## src/rtl/game_state_ctrl_pkg.sv

```systemverilog
// Shared state and winner encodings for the match controller and the ball object.
// Pure definitions, no logic.
package game_state_ctrl_pkg;

    typedef enum logic [1:0] {
        GS_IDLE  = 2'b00,
        GS_PLAY  = 2'b01,
        GS_PAUSE = 2'b10,
        GS_OVER  = 2'b11
    } gs_t;

    localparam logic [1:0] WIN_NONE = 2'b00;
    localparam logic [1:0] WIN_P1   = 2'b01;
    localparam logic [1:0] WIN_P2   = 2'b10;

endpackage

```

## src/rtl/game_state_ctrl_btn_debounce.sv

```systemverilog
// Button synchroniser + tick-paced debouncer; level settles DEBOUNCE_MS ticks after input is stable.
// Latency: 2 clk sync plus DEBOUNCE_MS ticks; rise_pulse is 1 clk wide; no backpressure.
module btn_debounce #(
    parameter int DEBOUNCE_MS = 10
) (
    input  logic clk,
    input  logic reset,
    input  logic tick,
    input  logic raw,
    output logic level,
    output logic rise_pulse
);

    localparam int CW = $clog2(DEBOUNCE_MS + 1);
    localparam logic [CW-1:0] CNT_LAST = CW'(DEBOUNCE_MS - 1);

    logic          sync1;
    logic          sync2;
    logic [CW-1:0] cnt;

    always_ff @(posedge clk or negedge reset) begin
        if (!reset) begin
            sync1      <= 1'b0;
            sync2      <= 1'b0;
            level      <= 1'b0;
            rise_pulse <= 1'b0;
            cnt        <= '0;
        end else begin
            sync1      <= raw;
            sync2      <= sync1;
            rise_pulse <= 1'b0;
            if (tick) begin
                // A sample equal to the accepted level means the candidate edge was a bounce.
                if (sync2 == level) begin
                    cnt <= '0;
                end else if (cnt == CNT_LAST) begin
                    level      <= sync2;
                    rise_pulse <= sync2;
                    cnt        <= '0;
                end else begin
                    cnt <= cnt + CW'(1);
                end
            end
        end
    end

endmodule

```

## src/rtl/game_state_ctrl.sv

```systemverilog
// Match-level controller: start/point/win sequencing, winner report and held match reset.
// Latency: one clk from condition to state change; all outputs registered; no backpressure.
module game_state_ctrl
    import game_state_ctrl_pkg::*;
#(
    parameter int WIN_SCORE      = 7,
    parameter int PAUSE_MS       = 1000,
    parameter int DEBOUNCE_MS    = 10,
    parameter int RST_HOLD_TICKS = 3
) (
    input  logic       clk,
    input  logic       reset,
    input  logic       tick_1ms,
    input  logic       btn_start,
    input  logic [3:0] p1_score,
    input  logic [3:0] p2_score,
    output logic [1:0] game_state,
    output logic [1:0] winner,
    output logic       match_rst_n,
    output logic       point_pulse
);

    localparam int PW = $clog2(PAUSE_MS + 1);
    localparam int HW = $clog2(RST_HOLD_TICKS + 1);
    localparam logic [PW-1:0] PAUSE_LAST = PW'(PAUSE_MS - 1);
    localparam logic [HW-1:0] HOLD_LAST  = HW'(RST_HOLD_TICKS - 1);
    localparam logic [3:0]    WIN_THR    = 4'(WIN_SCORE);

    gs_t           state_q;
    gs_t           state_d;
    logic [1:0]    winner_d;
    logic          rst_req;
    logic          start_evt;
    logic          btn_level;
    logic          score_chg;
    logic          pause_done;
    logic [3:0]    p1_shadow;
    logic [3:0]    p2_shadow;
    logic [PW-1:0] pause_cnt;
    logic [HW-1:0] hold_cnt;

    btn_debounce #(.DEBOUNCE_MS(DEBOUNCE_MS)) u_start_btn (
        .clk        (clk),
        .reset      (reset),
        .tick       (tick_1ms),
        .raw        (btn_start),
        .level      (btn_level),
        .rise_pulse (start_evt)
    );

    assign score_chg  = (p1_score != p1_shadow) || (p2_score != p2_shadow);
    assign pause_done = tick_1ms && (pause_cnt == PAUSE_LAST);
    assign game_state = state_q;

    always_comb begin
        state_d  = state_q;
        winner_d = winner;
        rst_req  = 1'b0;
        case (state_q)
            GS_IDLE: begin
                if (start_evt && match_rst_n) state_d = GS_PLAY;
            end
            GS_PLAY: begin
                // Player 1 is checked first so a simultaneous finish goes to player 1.
                if (score_chg) begin
                    if (p1_score >= WIN_THR) begin
                        state_d  = GS_OVER;
                        winner_d = WIN_P1;
                    end else if (p2_score >= WIN_THR) begin
                        state_d  = GS_OVER;
                        winner_d = WIN_P2;
                    end else begin
                        state_d = GS_PAUSE;
                    end
                end
            end
            GS_PAUSE: begin
                if (pause_done) state_d = GS_PLAY;
            end
            GS_OVER: begin
                if (start_evt) begin
                    state_d  = GS_IDLE;
                    winner_d = WIN_NONE;
                    rst_req  = 1'b1;
                end
            end
            default: state_d = GS_IDLE;
        endcase
    end

    always_ff @(posedge clk or negedge reset) begin
        if (!reset) begin
            state_q     <= GS_IDLE;
            winner      <= WIN_NONE;
            point_pulse <= 1'b0;
            p1_shadow   <= '0;
            p2_shadow   <= '0;
        end else begin
            state_q     <= state_d;
            winner      <= winner_d;
            point_pulse <= score_chg;
            p1_shadow   <= p1_score;
            p2_shadow   <= p2_score;
        end
    end

    always_ff @(posedge clk or negedge reset) begin
        if (!reset) begin
            pause_cnt <= '0;
        end else if (state_q != GS_PAUSE) begin
            pause_cnt <= '0;
        end else if (tick_1ms && (pause_cnt != PAUSE_LAST)) begin
            pause_cnt <= pause_cnt + PW'(1);
        end
    end

    // Hold is measured in ticks so a slowly clocked ball object still sees the reset.
    always_ff @(posedge clk or negedge reset) begin
        if (!reset) begin
            match_rst_n <= 1'b0;
            hold_cnt    <= '0;
        end else if (rst_req) begin
            match_rst_n <= 1'b0;
            hold_cnt    <= '0;
        end else if (!match_rst_n && tick_1ms) begin
            if (hold_cnt == HOLD_LAST) begin
                match_rst_n <= 1'b1;
                hold_cnt    <= '0;
            end else begin
                hold_cnt <= hold_cnt + HW'(1);
            end
        end
    end

endmodule
```

## config.mk

```make
export PLATFORM = sky130hd
export DESIGN_NAME = game_state_ctrl
export DESIGN_NICKNAME = d
export VERILOG_FILES = /design/src/rtl/game_state_ctrl_pkg.sv /design/src/rtl/game_state_ctrl_btn_debounce.sv /design/src/rtl/game_state_ctrl.sv
export SDC_FILE = /design/constraint.sdc
export NUM_CORES = 1
export LEC_CHECK = 0
export CAP_MARGIN = 20
export CORE_UTILIZATION = 40
export CTS_CLUSTER_DIAMETER = 120
export DETAILED_ROUTE_END_ITERATION = 10
export DONT_BUFFER_PORTS = 1
export PLACE_DENSITY_LB_ADDON = 0.3
export SLEW_MARGIN = 30
export SYNTH_ARGS = -nofsm -noshare
export SYNTH_HDL_FRONTEND = slang
export SYNTH_SLANG_ARGS = --single-unit
```

## constraint.sdc

```tcl
create_clock -name clk -period 4.5 [get_ports clk]
set_input_delay 0.9 -clock clk [delete_from_list [all_inputs] [get_ports clk]]
set_output_delay 0.9 -clock clk [all_outputs]
set_load 0.01 [all_outputs]
```

==> qor.log, run 1 <==
qor: routing.route.antenna.remaining_nets 0
qor: pwr.leakage_power_summed_over_all_cells 0.7218 nW
qor: synth.syn_nets 159
qor: outcome.status complete, no violations
qor: final_layout.syn_to_final_growth 9.143%
qor: clock_tree.post_cts.repair.setup_buffers 0
qor: place.numPlacedInstances 190
qor: routing.route.detailed.drc 0
qor: worst_setup_path.data_arrival_critical_path 1.95 ns
qor: job.cap_violations 0
qor: final_layout.layout-drive-gt1-share 9.333%
qor: routing.detail_route.vias_per_cell 5.384
qor: synth.post_synth.cell_area_avg 10.64 um2
qor: clock_tree.latest_clock_arrival_within_the_worst_skew_pair 0.29 ns
qor: timing.post-route-period-util 39.07%
qor: timing.rsz0062_at_grt no
qor: die.floorplan.die_area 0.004083 mm2
qor: global_route.first_pass_grt_wire_length 4.968 mm
qor: timing.worst_pin_slew 0.3740 ns
qor: clock_tree.cts-root-buf sky130_fd_sc_hd__clkbuf_8
qor: synth.synthMostInstantiatedCell sky130_fd_sc_hd__dfrtp_1
qor: clock_tree.cts-resized-gates 0
qor: timing.finalClockSkew 0.01198 ns
qor: synth.synthesis.yosys.warnings 0
qor: worst_setup_path.required 4.69 ns
qor: timing.setup_slack 2.742 ns
qor: worst_setup_path.crit_path_start_kind primary input
qor: timing.final-max-slew-violation-count 0
qor: synth.netlist_instances 144
qor: clock_tree.cts_buffer_depth 2
qor: routing.1st_pass_router_iterations 4
qor: pwr.vdd.ir_drop.worst 0.0002223 V
qor: worst_setup_path.critical_path_class in -> reg
qor: routing.drt-wirelength-per-cell 13.75 um
qor: global_route.number_of_global_route_vias_before_repair 1,180
qor: synth.synthDistinctLibCells 34
qor: global_route.grt.overflow.total 0
qor: clock_tree.tritoncts yes
qor: die.floorplan.io_pins 18
qor: routing.routed_via_count 1,066
qor: synth.synth_edf_count 0
qor: global_route.grt_use_total 16.31%
qor: timing.timing.final.hold_violations 0
qor: final_layout.final_cells 198
qor: place.place.gp.congestion 0.7136
qor: clock_tree.post_cts_hold_buffer_count 0
qor: worst_hold_path.min_path_type in -> async
qor: final_layout.finished_core_util 45.69%
qor: place.placement.io_buffers 0
qor: synth.yosysTopAreaCell sky130_fd_sc_hd__dfrtp_1
qor: synth.netlist_top_cells_count 34 x sky130_fd_sc_hd__dfrtp_1, 17 x sky130_fd_sc_hd__nand2_1, 14 x sky130_fd_sc_hd__xor2_1
qor: clock_tree.worst_setup_hold_path_clk_slew 0.07 ns
qor: synth.post_synth_arst_share 100.0%
qor: final_layout.final_nets 164
qor: final_layout.fillCellCount 349
qor: worst_setup_path.critPathCaptureType flop
qor: die.chipHeight 63.90 um
qor: synth.synth.ff_latch_count 34
qor: timing.fmax 0.5687 GHz
qor: global_route.antenna_found_initial 0
qor: die.placeableCoreArea 0.003661 mm2
qor: final_layout.insertedDiodeCount 0
qor: clock_tree.cts_buffers 5
qor: timing.setup_viol 0
qor: clock_tree.htree_levels 2
qor: routing.drtIter0Drc 40
qor: die.rows 22
qor: worst_setup_path.critical_path.max_fanout 6
qor: timing.maxSlewHeadroom 74.96%
qor: place.dp_hpwl 1.948 mm
qor: die.die_width 63.90 um
qor: timing.finalWorstPathRequiredPeriod 1.758 ns
qor: routing.drt_wl_total 2.723 mm
qor: clock_tree.tritoncts_num_sinks 34
qor: synth.synthTopCellsByArea sky130_fd_sc_hd__dfrtp_1 56%, sky130_fd_sc_hd__xor2_1 8.0%, sky130_fd_sc_hd__nand2_1 4.2%, sky130_fd_sc_hd__ha_1 2.4%, sky130_fd_sc_hd__nor2_1 2.4%
qor: synth.postSynth.topFlopCell sky130_fd_sc_hd__dfrtp_1
qor: synth.ys_seq_area_share 55.51%
qor: pwr.powerDensity 447.3 mW/mm2
qor: synth.yosysTopAreaCellShare 55.51%
qor: synth.mappedNetlistArea 0.001533 mm2
qor: global_route.grt_max_degree 35
qor: die.initial_core_util 41.87%
qor: timing.setup_total_negative_slack 0 ns
qor: place.dp_worst_setup_slack 2.419 ns
[cell type report]
type | instances | area (um2) | share of cell area, %
Inverter | 8 | 30.03 | 1.795
Multi-Input combinational cell | 100 | 636.9 | 38.07
Clock buffer | 6 | 82.58 | 4.936
Clock inverter | 2 | 12.51 | 0.7479
Sequential cell | 34 | 850.8 | 50.86
Tap cell | 48 | 60.06 | 3.590
[cell families after synthesis]
family                     count (synthesis)  share of synthesized area, %
adders and majority gates                  3                         2.449
xor gates and xnor gates                  15                         8.572
DFF                                       34                         55.51
muxes                                      4                         2.694
buffers and inverters                     10                         2.939
AOI/OAI and AO/OA                         25                         9.878
and+or+nand+nor                           53                         17.96
[final timing paths]
kind                                    from                end  slack, ns  cells past startpoint
min in group clk           u_start_btn.sync1  u_start_btn.sync2       0.36                      0
max in group asynchronous              reset       p1_shadow[3]       4.12                      0
max                              p2_score[2]          winner[0]       2.74                      5
min                                    reset      game_state[0]       0.29                      0
min reg2reg                u_start_btn.sync1  u_start_btn.sync2       0.36                      0
max reg2reg                     pause_cnt[0]      game_state[1]       2.84                      6
[power breakdown]
| part | total (mW) | leakage, nW | switching, mW | internal (mW) |
|---|---|---|---|---|
| Clock | 0.235 | 0.0472 | 0.112 | 0.123 |
| Combinational | 0.116 | 0.247 | 0.0600 | 0.0556 |
| Sequential | 0.398 | 0.428 | 0.0532 | 0.345 |
[worst max-delay path, cell delays in order]
cell                      delay (ns)
sky130_fd_sc_hd__xor2_1         0.14
sky130_fd_sc_hd__nor4_1         0.31
sky130_fd_sc_hd__nand2_1        0.22
sky130_fd_sc_hd__mux2i_1        0.17
sky130_fd_sc_hd__a22o_1         0.21
[registers in the layout (all words and copies together), names as in the netlist]
register	cells
u_start_btn.sync1	1
hold_cnt	2
p1_shadow	4
match_rst_n	1
u_start_btn.sync2	1
pause_cnt	10
point_pulse	1
u_start_btn.level	1
game_state	2
p2_shadow	4
u_start_btn.cnt	4
winner	2
u_start_btn.rise_pulse	1
[per-layer routing]
layer | track usage [%] | wire length (um) | vias to the layer above
met5 | 0 | 0 | -
met4 | 10.23 | 41 | 0
met3 | 5.714 | 193 | 5
met2 | 26.46 | 1334 | 24
met1 | 18.16 | 1153 | 531
li1 | - | - | 506
[layout by cell type (no fill, tap or decap), types with 2 or more instances in the layout]
cell	synthesis	final
sky130_fd_sc_hd__mux2i_1	3	3
sky130_fd_sc_hd__nand2b_1	4	4
sky130_fd_sc_hd__o22ai_1	3	3
sky130_fd_sc_hd__ha_1	3	3
sky130_fd_sc_hd__inv_1	8	8
sky130_fd_sc_hd__nor2_1	10	10
sky130_fd_sc_hd__o21ai_0	7	7
sky130_fd_sc_hd__clkbuf_8	0	6
sky130_fd_sc_hd__nor4_1	2	2
sky130_fd_sc_hd__and3_1	2	2
sky130_fd_sc_hd__a21oi_1	6	6
sky130_fd_sc_hd__dfrtp_1	34	34
sky130_fd_sc_hd__a31oi_1	4	4
sky130_fd_sc_hd__nand4_1	4	4
sky130_fd_sc_hd__nand2_1	17	17
sky130_fd_sc_hd__xor2_1	14	14
sky130_fd_sc_hd__nand3_1	2	2
sky130_fd_sc_hd__or3_1	3	3
sky130_fd_sc_hd__a22o_1	2	2
[metrics by stage]
step / power [mW] / hold WS (ns) / area (um2)
after floorplan: 0.4911 / 0.3312 / 1533
after global placement: 0.5118 / 0.3324 / 1578
after detailed placement: 0.5203 / 0.3435 / 1578
after CTS: 0.7565 / 0.2857 / 1673
after global routing: 0.7899 / 0.2823 / 1673
final: 0.7483 / 0.2919 / 1673
(Power assumes the default switching activity.)
==> run 2: changes to the inputs <==
- clock period: 4.5 -> 1.5 ns (I/O delays scaled with it)
==> run 2 against run 1 <==
The flow now finishes with violations (setup timing). Via count up 6.7%. Highest routed layer unchanged. Non-clock buffer count up 19. Die area unchanged.
==> qor.log, run 2 (synthesis gave the netlist of run 1 again) <==
qor: clock_tree.worst_setup_hold_path_clk_slew 0.07 ns
qor: timing.fmax 0.6293 GHz
qor: clock_tree.htree_levels 2
qor: routing.drt_wl_total 2.951 mm
qor: place.dpl-instance-area 0.001675 mm2
qor: die.rows 22
qor: pwr.cellInternalPower 1.739 mW
qor: global_route.grt.met2_usage 27.39%
qor: pwr.comb_pwr_share 20.8%
qor: clock_tree.cts-root-buf sky130_fd_sc_hd__clkbuf_8
qor: routing.drt-wirelength-per-cell 13.60 um
qor: pwr.power.sequential.fraction 47.2%
qor: timing.setup_viol 5
qor: clock_tree.tritoncts_num_sinks 34
qor: pwr.switching_power 693.7 uW
qor: global_route.number_of_global_route_vias_before_repair 1,154
qor: pwr.design_power_total 2.432 mW
qor: worst_setup_path.critical_path.max_fanout 3
qor: global_route.grt.overflow.total 0
qor: timing.finalWorstPathRequiredPeriod 1.589 ns
qor: outcome.violations setup timing
qor: pwr.vdd.ir_drop.worst 0.0006226 V
qor: pwr.pwr-share-clk 32.1%
qor: final_layout.final_nets 183
qor: global_route.first_pass_grt_wire_length 5.023 mm
qor: timing.maxSlewHeadroom 79.17%
qor: final_layout.insertedDiodeCount 0
qor: job.cap_violations 0
qor: timing.final-max-slew-violation-count 0
qor: routing.drtIter0Drc 39
qor: routing.route.antenna.remaining_nets 0
qor: global_route.gr-usage-met1 17.99%
qor: global_route.grt_use_total 16.67%
qor: routing.routed_via_count 1,137
qor: clock_tree.tritoncts yes
qor: timing.timing.final.hold_violations 0
qor: die.placeableCoreArea 0.003661 mm2
qor: routing.route.detailed.drc 0
qor: outcome.status complete, but fails checks
qor: worst_setup_path.cp-startpoint pause_cnt[1]
qor: clock_tree.cts_buffers 5
qor: timing.finalClockSkew 0.006223 ns
qor: final_layout.layout-drive-gt1-share 19.53%
qor: worst_setup_path.required 1.68 ns
qor: die.initial_core_util 41.87%
qor: clock_tree.cts_buffer_depth 2
qor: worst_setup_path.reg2reg_setup_slack -0.09 ns
qor: timing.setup_total_negative_slack -0.2996 ns
qor: final_layout.stdcell_area 0.001856 mm2
qor: worst_hold_path.min_path_type in -> reg
qor: timing.rsz0062_at_grt yes
qor: final_layout.mostFrequentLayoutCell sky130_fd_sc_hd__dfrtp_1
qor: worst_setup_path.critical_path_class reg -> reg
qor: final_layout.fillCellCount 335
qor: place.place.gp.congestion 0.8401
qor: global_route.antenna_found_initial 0
qor: final_layout.largest-register pause_cnt
qor: place.placement.io_buffers 0
qor: worst_setup_path.critPathCaptureType flop
qor: worst_setup_path.crit_path_start_kind flop
qor: global_route.grt_use_met3 4.643%
qor: global_route.grt_max_degree 35
qor: worst_setup_path.data_arrival_critical_path 1.77 ns
qor: die.chipHeight 63.90 um
qor: final_layout.final_cell_mix 34 x sky130_fd_sc_hd__dfrtp_1, 17 x sky130_fd_sc_hd__nand2_1, 16 x sky130_fd_sc_hd__buf_4, 14 x sky130_fd_sc_hd__xor2_1, 10 x sky130_fd_sc_hd__nor2_1
qor: final_layout.syn_to_final_growth 21.06%
qor: final_layout.largest_register_ffs 10
qor: timing.worst_pin_slew 0.3110 ns
qor: die.floorplan.die_area 0.004083 mm2
qor: pwr.powerDensity 1311 mW/mm2
qor: routing.1st_pass_router_iterations 4
qor: clock_tree.latest_clock_arrival_within_the_worst_skew_pair 0.29 ns
qor: die.floorplan.io_pins 18
qor: final_layout.seqCellArea 850.8 um2
qor: pwr.power_switching_share 28.52%
qor: final_layout.multiInputGateArea 643.1 um2
qor: global_route.globalRoute.busiestLayer met2
qor: timing.post-route-period-util 105.9%
qor: place.dp_hpwl 2.051 mm
qor: routing.detail_route.vias_per_cell 5.240
qor: die.die_width 63.90 um
qor: timing.setup_slack -0.08912 ns
qor: worst_setup_path.regToRegStartpoint pause_cnt[1]
qor: worst_hold_path.min_from p2_score[1]
qor: pwr.leakage_power_summed_over_all_cells 0.8320 nW
-- run 2: path summary, 6_finish.rpt --
check | end | depth (start not counted)
worst max-delay path | game_state[1] | 6
worst min-delay path | p2_shadow[1] | 0
worst max register to register | game_state[1] | 6
worst min register to register | u_start_btn.sync2 | 0
max in group asynchronous | pause_cnt[3] | 2
min in group asynchronous | p2_shadow[1] | 2
-- run 2: per-layer routing --
layer,share of wire [%],wire [um]
met1,42,1246
met2,49,1458
met3,4.8,141
met4,3.5,104
met5,0,0
-- run 2: area by class of cell --
class / count / area share, %
Tap cell: 48 / 3.237
Sequential cell: 34 / 45.85
Clock buffer: 8 / 5.934
Timing Repair Buffer: 19 / 8.699
Multi-Input combinational cell: 100 / 34.66
Inverter: 8 / 1.618
-- run 2: power groups by stage --
stage	logic, mW	registers, mW	clock network (mW)
final	0.505	1.15	0.780
after CTS	0.508	1.15	0.806
after floorplan	0.301	1.17	0
after global routing	0.576	1.17	0.838
after global placement	0.457	1.15	0
after detailed placement	0.473	1.16	0
-- run 2: metrics by stage --
step                      cells  hold WS, ns  setup slack (ns)  utilization, %
after global routing        217      0.02056           -0.1684           50.68
after CTS                   215      0.02696          -0.09015           50.17
after global placement      203     0.005778          -0.03576           45.76
after floorplan             144     0.004409          -0.05709               -
after detailed placement    203     0.005446          -0.08479           45.76
final                       217      0.03377          -0.08912           50.68
-- run 2: worst max-delay path, cell delays in order, from the launching register on --
cell and delay (ns):
sky130_fd_sc_hd__dfrtp_1 0.36, sky130_fd_sc_hd__ha_1 0.17, sky130_fd_sc_hd__nand2_1 0.06, sky130_fd_sc_hd__or4_4 0.44, sky130_fd_sc_hd__nor2_2 0.12, sky130_fd_sc_hd__a31oi_1 0.10
sky130_fd_sc_hd__a22o_1 0.23
-- run 2: timing repair --
| item | 4_1_cts | 5_1_grt |
|---|---|---|
| pin swaps | 4 | 4 |
| setup buffers | 2 | 2 |
| resized for setup | 1 | 1 |
| cloned | 0 | 0 |
| hold buffers | 2 | 0 |
| endpoints found under the setup margin | 4 | 8 |
| endpoints found under the hold margin | 34 | 0 |
==> run 3: changes to the inputs <==
==> constraint.sdc (replaced) <==
create_clock -name clk -period 1.5 [get_ports clk]
set_input_delay 0.3 -clock clk [delete_from_list [all_inputs] [get_ports clk]]
set_output_delay 0.3 -clock clk [all_outputs]
set_load 0.005 [all_outputs]
==> results of run 3 <==
Same layout as run 2 (identical final DEF). Status: complete, but fails checks: setup timing.
Among the figures that moved: total power 2.432 mW -> 2.412 mW; worst IR drop on VDD 0.0006226 V -> 0.0006225 V
